===== config.mk =====
export PLATFORM = sky130hd
export DESIGN_NAME = button_pulse
export DESIGN_NICKNAME = d
export VERILOG_FILES = /design/src/rtl/button_pulse.sv
export SDC_FILE = /design/constraint.sdc
export NUM_CORES = 1
export LEC_CHECK = 0
export BUFFER_PORTS_ARGS = -buffer_cell sky130_fd_sc_hd__buf_2
export CAP_MARGIN = 20
export CORE_AREA = 5 5 42 44
export DETAILED_ROUTE_END_ITERATION = 10
export DIE_AREA = 0 0 47 49
export PLACE_DENSITY = 0.48
export SYNTH_ARGS = -nofsm -noshare
export SYNTH_HDL_FRONTEND = slang
export SYNTH_SLANG_ARGS = --single-unit

===== constraint.sdc =====
create_clock -name clk -period 2.4 [get_ports clk]
set_clock_uncertainty 0.05 [all_clocks]
set_input_delay 0.48 -clock clk [delete_from_list [all_inputs] [get_ports clk]]
set_output_delay 0.48 -clock clk [all_outputs]
set_load 0.02 [all_outputs]

===== src/rtl/button_pulse.sv =====
// Push-button debouncer producing one registered clock-enable pulse per accepted press.
// Define BUTTON_PULSE_AUTOREPEAT_EN to add auto-repeat pulses while the button stays held.
module button_pulse #(
  parameter int unsigned STABLE_CYCLES = 4,
  parameter bit          ACTIVE_LEVEL  = 1'b1,
  parameter int unsigned REPEAT_DELAY  = 20,
  parameter int unsigned REPEAT_PERIOD = 8
) (
  input  logic clk,
  input  logic rst,
  input  logic btn_in,
  output logic ce_out,
  output logic level
);

  localparam int unsigned CntW = $clog2(STABLE_CYCLES + 1);
  localparam logic [CntW-1:0] CntLast = CntW'(STABLE_CYCLES - 1);

  typedef enum logic [1:0] {
    StIdle,
    StCheckPress,
    StHeld,
    StCheckRelease
  } state_e;

  if (STABLE_CYCLES < 1 || REPEAT_DELAY < 1 || REPEAT_PERIOD < 1) begin : g_bad_cfg
    $error("button_pulse: STABLE_CYCLES, REPEAT_DELAY and REPEAT_PERIOD must be >= 1");
  end

  logic            r_s0;
  logic            r_s1;
  state_e          r_state;
  logic [CntW-1:0] r_cnt;
  logic            r_ce;
  logic            r_level;

  state_e          w_state_next;
  logic [CntW-1:0] w_cnt_next;
  logic            w_press;
  logic            w_level_next;
  logic            w_repeat;

  // Synchronizer; polarity folded in so the FSM always sees 1 as pressed.
  always_ff @(posedge clk) begin
    if (rst) begin
      r_s0 <= 1'b0;
      r_s1 <= 1'b0;
    end else begin
      r_s0 <= btn_in ^ ~ACTIVE_LEVEL;
      r_s1 <= r_s0;
    end
  end

  always_comb begin
    w_state_next = r_state;
    w_cnt_next   = r_cnt;
    w_press      = 1'b0;
    unique case (r_state)
      StIdle: begin
        if (r_s1) begin
          w_state_next = StCheckPress;
          w_cnt_next   = '0;
        end
      end
      StCheckPress: begin
        if (!r_s1) begin
          w_state_next = StIdle;
          w_cnt_next   = '0;
        end else if (r_cnt == CntLast) begin
          w_state_next = StHeld;
          w_cnt_next   = '0;
          w_press      = 1'b1;
        end else begin
          w_cnt_next = r_cnt + 1'b1;
        end
      end
      StHeld: begin
        if (!r_s1) begin
          w_state_next = StCheckRelease;
          w_cnt_next   = '0;
        end
      end
      StCheckRelease: begin
        if (r_s1) begin
          w_state_next = StHeld;
          w_cnt_next   = '0;
        end else if (r_cnt == CntLast) begin
          w_state_next = StIdle;
          w_cnt_next   = '0;
        end else begin
          w_cnt_next = r_cnt + 1'b1;
        end
      end
      default: begin
        w_state_next = StIdle;
        w_cnt_next   = '0;
      end
    endcase
  end

  assign w_level_next = (w_state_next == StHeld) || (w_state_next == StCheckRelease);

`ifdef BUTTON_PULSE_AUTOREPEAT_EN
  localparam int unsigned RcMax = (REPEAT_DELAY > REPEAT_PERIOD) ? REPEAT_DELAY : REPEAT_PERIOD;
  localparam int unsigned RcW   = $clog2(RcMax + 1);
  localparam logic [RcW-1:0] RcDelayLast  = RcW'(REPEAT_DELAY - 1);
  localparam logic [RcW-1:0] RcPeriodLast = RcW'(REPEAT_PERIOD - 1);

  logic [RcW-1:0] r_rc;
  logic           r_rep_phase;
  logic [RcW-1:0] w_rc_next;
  logic           w_rep_phase_next;
  logic           w_repeat_int;

  // r_rep_phase marks that the initial delay has elapsed and the period is now in force.
  always_comb begin
    w_rc_next        = r_rc;
    w_rep_phase_next = r_rep_phase;
    w_repeat_int     = 1'b0;
    if (w_press || (w_state_next == StIdle)) begin
      w_rc_next        = '0;
      w_rep_phase_next = 1'b0;
    end else if ((r_state == StHeld) && (w_state_next == StHeld)) begin
      if (!r_rep_phase) begin
        if (r_rc == RcDelayLast) begin
          w_repeat_int     = 1'b1;
          w_rc_next        = '0;
          w_rep_phase_next = 1'b1;
        end else begin
          w_rc_next = r_rc + 1'b1;
        end
      end else if (r_rc == RcPeriodLast) begin
        w_repeat_int = 1'b1;
        w_rc_next    = '0;
      end else begin
        w_rc_next = r_rc + 1'b1;
      end
    end
  end

  always_ff @(posedge clk) begin
    if (rst) begin
      r_rc        <= '0;
      r_rep_phase <= 1'b0;
    end else begin
      r_rc        <= w_rc_next;
      r_rep_phase <= w_rep_phase_next;
    end
  end

  assign w_repeat = w_repeat_int;
`else
  assign w_repeat = 1'b0;
`endif

  always_ff @(posedge clk) begin
    if (rst) begin
      r_state <= StIdle;
      r_cnt   <= '0;
      r_ce    <= 1'b0;
      r_level <= 1'b0;
    end else begin
      r_state <= w_state_next;
      r_cnt   <= w_cnt_next;
      r_ce    <= w_press | w_repeat;
      r_level <= w_level_next;
    end
  end

  assign ce_out = r_ce;
  assign level  = r_level;

endmodule


# Word level (Yosys, flattened, before mapping)
# Index checks and enable logic that the tools add are counted.
# word_totals
regBits,9
inputBits,3
out_inout_bits,2
word_cells,35
# classes
n_addsub,1
eq_ne,8
muxes,14
bitwise_logic,2
reduce_logical,4
# ops
operator,count
$mux W3,5
$mux W2,6
$pmux W3 S4,1
$eq A2 B2 Y1 const B,4
$pmux W2 S4,1
$ne A2 B2 Y1 const B,2
$add A3 B1 Y3 const B,1
$eq A3 B2 Y1 const B,1
$reduce_or A3 Y1,1
$eq A2 B1 Y1 const B,1
$logic_not A2 Y1,1
$not A1 Y1,2
$reduce_and A2 Y1,1
$logic_or A1 B1 Y1,1
$mux W1,1

# Longest topological paths before layout
# depth
ltp_word,6
mapped_depth,4
depth_no_buf,4

# Worst setup path after synthesis
# No wires, ideal clock.
# synth_path
path_type,input to register
startpoint,in rst
endpoint,reg r_cnt[0]
arrival_time_ns,1.202
required_ns,2.263
setup_slack_ns,1.061
stages,3
n_path_buf,1
cell_sequence,clkbuf_1 or4b_1 o31ai_1
# synth_rtl
element,line_no,source
from (decl),10,"input logic rst,"
to (signal assigned),164,r_cnt <= w_cnt_next;
to (decl),33,logic [CntW-1:0] r_cnt;

# Final worst setup path
# layout_path
startpoint,reg r_level (netlist: level)
endpoint,out level
# layout_rtl
element,line_no,source
from (decl),35,logic r_level;
from (signal assigned),166,r_level <= w_level_next;
to (decl),13,output logic level
# No word-level cell between the ends.

==> key figures <==
Floorplanning
  • FP Rows: 14
  • Core Area: 1400 um^2
  • Die area: 2300 um^2
  • Die span in x: 47 um
  • Io pins: 5
  • Initial Utilization: 22.0%
  • Die H: 49 um

Worst setup path
  • Cell family with most CP delay: flip-flops
  • CP Class: reg -> out
  • CP startpoint: level$_SDFF_PP0_
  • Critical path's largest stage delay: 0.37 ns
  • CP arrival: 0.81 ns
  • CP Cell Sequence: buf_2
  • RR Startpoint: r_s1$_SDFF_PP0_
  • Crit start category: flip-flop
  • Slowest-stage cell, CP: dfxtp_1
  • Req. time, crit path: 1.87 ns
  • Setup crit end kind: output pin
  • CP max FO: 4
  • Crit path buffers/inverters: 1

Drt
  • Vias per cell: 4.37
  • Drt total wl: 505 um
  • Vias: 227
  • Post-DR wirelength/cell: 9.71 um
  • DRT antenna net count: 0
  • Initial drt markers: 3
  • Drt pass-1 iters: 2
  • DRC Markers: 0

Global routing
  • Gr ovfl total: 0
  • Initial antenna violation count: 0
  • Vias in the first global route: 228
  • First-pass GRT wire length: 903 um
  • Gr usage total: 5.71%
  • Largest net degree at the start of global routing: 11

Place
  • Setup WS pre-CTS: 1.06 ns
  • Input/output buffers: 4
  • Dpl cells: 49
  • Routability cong.: 0.698

Yosys
  • Post-synth top area cell: dfxtp_1
  • Cell Area, Synth: 308 um^2
  • Flops & latches, synth: 8
  • Most used flip-flop cell after synthesis: dfxtp_1
  • Share of the synthesized area in the top cell type: 52.0%
  • EDFF count, synth: 0
  • Ys async rst share: 0%
  • Most area-consuming cells after synthesis: dfxtp_1 (52%), nand2b_1 (6.1%), nand3b_1 (4.9%), ha_1 (4.1%), nor2b_1 (4.1%)
  • Synth unique cells: 18
  • Synthesized Nets: 34
  • Commonest cells in the netlist: dfxtp_1 (8), nand2b_1 (3), nand3b_1 (2), nor2_1 (2), nor2b_1 (2)
  • Post-Synthesis Cells: 30
  • Seq/Total Area, Yosys: 52.0%
  • Most common cell in the synthesized netlist: dfxtp_1
  • Avg Cell Area, Syn: 10.3 um^2
  • Synth warnings: 0

Clock network
  • CTS tree: yes
  • Num CTS Buffers: 3
  • Post-CTS setup buffers: 0
  • CTS hold repair buffers: 0
  • Reg clk slew, reported paths: 0.05 ns
  • Bufs on Longest Clock Path: 2
  • CTS root buf: clkbuf_4
  • Worst skew pair latency: 0.25 ns
  • CTS H-tree lvls: 1
  • # resized after CTS: 0
  • # clock sinks: 8

Pwr
  • VDD IR max: 0.000213 V
  • Comb pwr share: 3.2%
  • Power share of the clock group: 41.2%
  • Leakage: 0.152 nW
  • Pint: 196 uW
  • Sw frac: 20.1%
  • P_sw: 49.4 uW
  • Flop pwr share: 55.6%
  • Pwr dens: 669 nW/um^2

Timing
  • Endpoints failing setup: 0
  • Worst slew pin tran: 0.328 ns
  • Final hold vios: 0
  • Setup TNS: 0 ns
  • Final Critical Period: 1.34 ns
  • Unrepaired setup endpoints after global routing: false
  • Slew Viols, Final: 0
  • Slew HR: 78.1%
  • Final worst slack: 1.06 ns
  • Fmax: 746 MHz
  • WHS: 0.400 ns
  • Fin crit share: 55.9%

Min path
  • Worst Hold Class: reg -> reg
  • Min-delay src: r_s0$_SDFF_PP0_

Finish
  • Synth-to-layout area growth: 19.1%
  • Final non-filler cell total: 52
  • Antenna diode instance count: 0
  • # fillers: 164
  • Final-stage net count: 42
  • Area of the multi-input gates: 140 um^2
  • Fraction of layout cells with a size suffix above 1: 19.4%
  • Sequential cell area: 160 um^2

Job
  • Max-cap violations: 0

Run status
  • Status: finished, final reports clean
flip-flops by register name, indices dropped and copies added, names as in the netlist:
signal and count:
ce_out 1, r_cnt 3, r_s1 1, r_state 1, level 1, r_s0 1
worst paths after layout:
kind	end	slack (ns)	depth (start not counted)
worst min register to register	r_s1$_SDFF_PP0_	0.40	1
worst max-delay path	level	1.06	1
worst max register to register	r_cnt[0]$_SDFFE_PP0P_	1.20	3
worst min-delay path	r_s1$_SDFF_PP0_	0.40	1
power groups by stage:
stage	Clock [mW]	Sequential (mW)	Combinational, mW
global route	0.114	0.137	0.00921
CTS	0.108	0.136	0.00787
finish	0.101	0.136	0.00789
detailed placement	0	0.139	0.00786
global placement	0	0.139	0.00770
floorplan	0	0.139	0.00585
cells in the final DEF (no fill, tap or decap):
master / netlist / final
mux2i_1: 1 / 1
nor2b_1: 2 / 2
nand2_1: 1 / 1
ha_1: 1 / 1
o31ai_1: 1 / 1
nand3b_1: 2 / 2
inv_1: 1 / 1
nor4b_1: 1 / 1
xor2_1: 1 / 1
nand3_1: 1 / 1
o32ai_1: 1 / 1
clkbuf_4: 0 / 3
dfxtp_1: 8 / 8
or4b_1: 1 / 1
a21oi_1: 1 / 1
nand2b_1: 3 / 3
nor2_1: 2 / 2
or2_1: 1 / 1
buf_2: 0 / 4
logic make-up after synthesis:
kind of cell / synth area share, %
compound gates: 6.91
xor+xnor: 2.85
fa+ha+maj: 4.06
buf+inv: 2.44
flops: 52.0
mux: 3.25
simple gates: 28.5
cell type report:
class / count / area share [%]
Clock buffer: 3 / 6.14
Inverter: 1 / 1.02
Multi-Input combinational cell: 20 / 38.2
Sequential cell: 8 / 43.7
Tap cell: 16 / 5.46
Timing Repair Buffer: 4 / 5.46
metal layers:
layer | vias up | wire [um] | track usage, %
li1 | 115 | - | -
met1 | 105 | 228 | 6.40
met2 | 5 | 230 | 7.69
met3 | 2 | 28 | 3.32
met4 | 0 | 18 | 4.15
met5 | - | 0 | 0
metrics by stage:
stage          total power [mW]  util [%]  cell area, um^2
2_1_floorplan             0.145         -              308
3_3_place_gp              0.147      24.6              344
3_5_place_dp              0.147      24.6              344
4_1_cts                   0.252      26.2              367
5_1_grt                   0.259      26.2              367
6_report                  0.245      26.2              367
Note: power is estimated with default switching activity, not from simulation.
